## src/rtl/serial_adder_pkg.sv

```systemverilog
// Shared types and helpers for the digit-serial add/subtract engine.
// Latency: n/a (declarations only).
// Backpressure: n/a (declarations only).
package serial_adder_pkg;

  // Controller states; the fourth encoding is unused and recovers to IDLE.
  typedef enum logic [1:0] {
    IDLE = 2'd0,
    RUN  = 2'd1,
    DONE = 2'd2
  } state_t;

  // Step counter width: enough bits to count 0..steps-1, never narrower than 1.
  function automatic int cnt_width(input int steps);
    if (steps <= 2) begin
      return 1;
    end
    return $clog2(steps);
  endfunction

endpackage

```

## src/rtl/serial_adder_slice.sv

```systemverilog
// Combinational ripple of DIGIT full-adder cells, one digit of the serial add.
// Latency: 0 cycles, purely combinational.
// Backpressure: none; the caller decides when the result is registered.
module adder_slice #(
  parameter int DIGIT = 1
) (
  input  logic [DIGIT-1:0] a,
  input  logic [DIGIT-1:0] b,
  input  logic             cin,
  output logic [DIGIT-1:0] sum,
  output logic             cout,
  output logic             ctop
);

  // Ripple the carry LSB to MSB; the carry into the top cell is exported
  // because on the final digit it is the carry into the operand MSB.
  always_comb begin
    logic [DIGIT:0] c;
    c    = '0;
    c[0] = cin;
    sum  = '0;
    for (int i = 0; i < DIGIT; i++) begin
      sum[i]   = a[i] ^ b[i] ^ c[i];
      c[i + 1] = (a[i] & b[i]) | (c[i] & (a[i] ^ b[i]));
    end
    cout = c[DIGIT];
    ctop = c[DIGIT-1];
  end

endmodule

```

## src/rtl/serial_adder.sv

```systemverilog
// Digit-serial add/subtract engine: WIDTH-bit operands, DIGIT bits per cycle, LSB first.
// Latency: accept on edge T, out_valid after edge T+STEPS; one op per STEPS+2 cycles.
// Backpressure: result held in DONE until out_ready; in_ready low from accept until return to IDLE.
module serial_adder
  import serial_adder_pkg::*;
#(
  parameter int WIDTH = 8,
  parameter int DIGIT = 1
) (
  input  logic             clk,
  input  logic             rst,
  input  logic             in_valid,
  output logic             in_ready,
  input  logic [WIDTH-1:0] a,
  input  logic [WIDTH-1:0] b,
  input  logic             cin,
  input  logic             sub,
  output logic             out_valid,
  input  logic             out_ready,
  output logic [WIDTH-1:0] sum,
  output logic             cout,
  output logic             overflow
);

  // WIDTH must be >= 2 and an integer multiple of DIGIT.
  localparam int STEPS = WIDTH / DIGIT;
  localparam int CW    = cnt_width(STEPS);

  state_t           state;
  state_t           state_nxt;
  logic             accept;
  logic             last_step;

  logic [WIDTH-1:0] a_sr;
  logic [WIDTH-1:0] b_sr;
  logic [WIDTH-1:0] sum_r;
  logic [WIDTH-1:0] sum_shift;
  logic             carry;
  logic             cout_r;
  logic             ovf_r;
  logic [CW-1:0]    cnt;

  logic [DIGIT-1:0] dig_sum;
  logic             dig_cout;
  logic             dig_ctop;

  adder_slice #(
    .DIGIT(DIGIT)
  ) u_slice (
    .a    (a_sr[DIGIT-1:0]),
    .b    (b_sr[DIGIT-1:0]),
    .cin  (carry),
    .sum  (dig_sum),
    .cout (dig_cout),
    .ctop (dig_ctop)
  );

  assign last_step = (cnt == CW'(STEPS - 1));

  // New digit enters at the MSB end so after STEPS shifts the result is aligned.
  assign sum_shift = (sum_r >> DIGIT) | (WIDTH'(dig_sum) << (WIDTH - DIGIT));

  assign sum      = sum_r;
  assign cout     = cout_r;
  assign overflow = ovf_r;

  // Controller state register.
  always_ff @(posedge clk) begin
    if (rst) begin
      state <= IDLE;
    end else begin
      state <= state_nxt;
    end
  end

  // Next-state and handshake decode; DONE never overlaps with in_ready.
  always_comb begin
    state_nxt = state;
    in_ready  = 1'b0;
    out_valid = 1'b0;
    accept    = 1'b0;
    case (state)
      IDLE: begin
        in_ready = 1'b1;
        if (in_valid) begin
          accept    = 1'b1;
          state_nxt = RUN;
        end
      end
      RUN: begin
        if (last_step) begin
          state_nxt = DONE;
        end
      end
      DONE: begin
        out_valid = 1'b1;
        if (out_ready) begin
          state_nxt = IDLE;
        end
      end
      default: begin
        state_nxt = IDLE;
      end
    endcase
  end

  // Datapath: latch operands on accept (subtract as a + ~b + 1), then shift
  // one digit per RUN cycle; result flags are captured only on the last digit.
  always_ff @(posedge clk) begin
    if (rst) begin
      a_sr   <= '0;
      b_sr   <= '0;
      sum_r  <= '0;
      carry  <= 1'b0;
      cout_r <= 1'b0;
      ovf_r  <= 1'b0;
      cnt    <= '0;
    end else if (accept) begin
      a_sr  <= a;
      b_sr  <= sub ? ~b : b;
      carry <= sub ? 1'b1 : cin;
      cnt   <= '0;
    end else if (state == RUN) begin
      a_sr  <= a_sr >> DIGIT;
      b_sr  <= b_sr >> DIGIT;
      sum_r <= sum_shift;
      carry <= dig_cout;
      cnt   <= cnt + CW'(1);
      if (last_step) begin
        cout_r <= dig_cout;
        ovf_r  <= dig_ctop ^ dig_cout;
      end
    end
  end

endmodule

```

## config.mk

```make
export PLATFORM = sky130hd
export DESIGN_NAME = serial_adder
export DESIGN_NICKNAME = d
export VERILOG_FILES = /design/src/rtl/serial_adder_pkg.sv /design/src/rtl/serial_adder_slice.sv /design/src/rtl/serial_adder.sv
export SDC_FILE = /design/constraint.sdc
export NUM_CORES = 1
export LEC_CHECK = 0
export CAP_MARGIN = 5
export CORE_MARGIN = 2
export CORE_UTILIZATION = 48
export DETAILED_ROUTE_END_ITERATION = 6
export GPL_TIMING_DRIVEN = 0
export PLACE_DENSITY_LB_ADDON = 0.3
export SYNTH_ARGS = -nofsm -noshare
export SYNTH_HDL_FRONTEND = slang
export SYNTH_SLANG_ARGS = --single-unit
```

## constraint.sdc

```tcl
create_clock -name clk -period 1.6 [get_ports clk]
set_clock_uncertainty 0.1 [all_clocks]
set_input_delay 0.32 -clock clk [delete_from_list [all_inputs] [get_ports clk]]
set_output_delay 0.32 -clock clk [all_outputs]
set_load 0.03 [all_outputs]
```

==> metrics <==
status complete, no violations; slack of the critical path about 0.033 ns; Synth area leader dfxtp_1; share of cells above drive strength 1 13.5%; Psw between 0.4 and 0.5 mW; critical path, cell by cell buf_6, nor2b_4, buf_6; DRT antenna net count 0; Die Width slightly below 60 µm; drt pass-1 iters 4; fraction of registers with async set/reset 0%; Startpoint Class flop; count of hold-fix buffers inserted at cts 0; sequential area share after synthesis between 40% and 50%; Die H just under 60 µm; Critical Path RT 1.18 ns; DRC 0; initial antenna violation count 0; Row Count 19; RD Place Congestion about 0.80; Non-Filler Instances 231; # IOs 34; Hold Crit Class in2reg; DPL Wire Length roughly 2300 µm; DIE AREA roughly 0.0034 mm²; setup TNS 0 ns; top cells by count, synth dfxtp_1, nand2_1, nor2_1; # nets final roughly 230; Register Area ~640 µm²; Crit-path slowest cell dfxtp_2; max-cap viol count 0; EDFF count, synth 0; Post-Syn Instances 161; combinational group share of total power roughly 18%; R2R Path Start state[1]; Initial Util 51.4%; # port buffers 31; Slew Limit Headroom roughly two thirds; clock sinks 32; Least-Margin Pin Slew 0.489 ns; synth warn 0; core area approximately 0.0028 mm²; Num CTS Buffers 5; final WL 3150 µm; GRT Overall Usage between 20 and 25%; TritonCTS clock tree built; Vias/cell roughly 5.6; top cells by area, synth dfxtp_1, a21oi_1, nand2_1; multi-input combinational cell area 728 µm²; Final period util roughly 98%; achievable frequency 0.638 GHz; final hold vios 0; Unique masters post-synth 28; first-pass GRT wire length ~5300 µm; DR vias 1,301; fin crit period around 1.6 ns; Seq pwr share roughly 55%; Worst Setup End Kind output pin; synthesized flop and latch total 32; CP peak stage delay 0.36 ns; maximum VDD drop approximately 0.00075 V; Worst Min Path Start rst; Clk pwr share 26.7%; Switching Fraction between 20% and 30%; Final Max Slew Viols 0; arrival time at the worst endpoint roughly 1.2 ns; Primary FF master, synth dfxtp_1; Cell Area, Synth about 0.0014 mm²; CP Max Fanout 10; Skew-Pair Late Insertion Delay 0.33 ns; DR iter-0 viols 42; Synth top area share between 40% and 50%; Pint ~1.1 mW; Max H-tree Level 2; diode count 0; Setup CP Type reg2out; Leakage ~0.76 nW; Clock transition at path regs about 0.1 ns; Longest Clk Path Bufs 2; Most common cell on crit path buf_6; crit path from state[1]; endpoints failing setup 0; Fill cells ~230; grt ovf 0; top-count cell post-synth dfxtp_1; largest net degree at the start of global routing 11; final instance area 0.00185 mm²; Area Overhead vs Synth 29.2%; Final Util ~66%; # placed instances 223; wire per inst ~14 µm; syn avg cell area 8.87 µm²; Place WS -0.334 ns; Power Density ~850 mW/mm²; RSZ-0062 raised after global routing yes; Area after DPL roughly 0.0018 mm²; CTS Root Cell clkbuf_4; number of global-route vias before repair between 1,000 and 1,500; Synthesized Nets between 150 and 200
==> cell families after synthesis <==
kind of cell	count (synthesis)	synth area share (%)
adder cells (fa/ha/maj)	3	3.15
multiplexers	3	2.10
flip-flops	32	44.8
buffers and inverters	12	5.08
AO/OA/AOI/OAI	36	16.7
AND/OR/NAND/NOR	65	22.0
XOR/XNOR	10	6.13
==> routing by layer <==
metal	routed length [µm]	track usage, %	vias to the layer above
met5	0	0	-
met4	70	8.64	0
met3	228	7.25	10
met2	1570	35.0	46
met1	1280	23.1	615
li1	-	-	630
==> state kept, by name (all words and copies together) (netlist names) <==
register	cells
state	2
overflow	1
sum	8
b_sr	8
cout	1
cnt	3
a_sr	8
carry	1
==> area by class of cell <==
cell class,count,share of cell area [%]
flip-flops and latches,32,34.8
repair buffers,32,16.8
plain buffers,12,4.27
multi-input cells,117,39.5
clock buffers,6,2.24
clock inverters,1,0.271
well taps,31,2.10
==> power by group through the flow <==
| stage | Combinational [mW] | Sequential (mW) | Clock, mW |
|---|---|---|---|
| floorplan | 0.172 | 0.887 | 0 |
| global placement | 0.266 | 0.886 | 0 |
| detailed placement | 0.277 | 0.888 | 0 |
| CTS | 0.278 | 0.872 | 0.423 |
| global route | 0.311 | 0.879 | 0.460 |
| finish | 0.282 | 0.872 | 0.420 |
==> stage by stage <==
stage | hold slack, ns | total power, mW
final | 0.104 | 1.57
after CTS | 0.100 | 1.57
after floorplan | 0.337 | 1.06
after global placement | 0.345 | 1.15
after global routing | 0.0930 | 1.65
after detailed placement | 0.345 | 1.17
==> critical path: cells and delay by family (launching register included) <==
| family | cells | cell delay [ns] |
|---|---|---|
| DFF | 1 | 0.36 |
| buffers and inverters | 2 | 0.29 |
| and+or+nand+nor | 1 | 0.17 |
==> cells in the final DEF, fill, tap and decap left out <==
cell type,count
a21oi_1,19
nand2b_1,5
o21ai_0,2
a211oi_1,5
ha_1,2
nor2_2,2
dfxtp_1,30
xnor2_1,8
nand3b_1,1
or3b_1,1
a221o_1,7
mux2i_1,3
clkinv_2,1
nand2_1,25
buf_6,5
nor2b_1,1
clkdlybuf4s50_1,18
or3b_2,2
a22o_1,1
nand3_1,2
xor2_1,2
buf_4,3
or4b_4,1
clkbuf_1,5
nor3b_4,1
nor3_1,5
clkbuf_4,5
dfxtp_2,2
o21a_1,1
o21ba_2,1
dlymetal6s2s_1,1
nor2b_4,1
buf_2,3
dlygate4sd2_1,10
nor2_1,18
fa_1,1
==> path summary, 6_finish.rpt <==
check              end  slack (ns)  cells past startpoint
min             cnt[0]        0.10                      2
max reg2reg    b_sr[4]        0.13                      4
max          out_valid        0.03                      3
min reg2reg     sum[0]        0.36                      2
==> repair_timing <==
action | in CTS | in global routing
setup buffers | 0 | 1
resized for setup | 28 | 5
setup endpoints to repair | 13 | 12
pin swaps | 0 | 0
No activity file was read; power rests on OpenSTA's default activity.
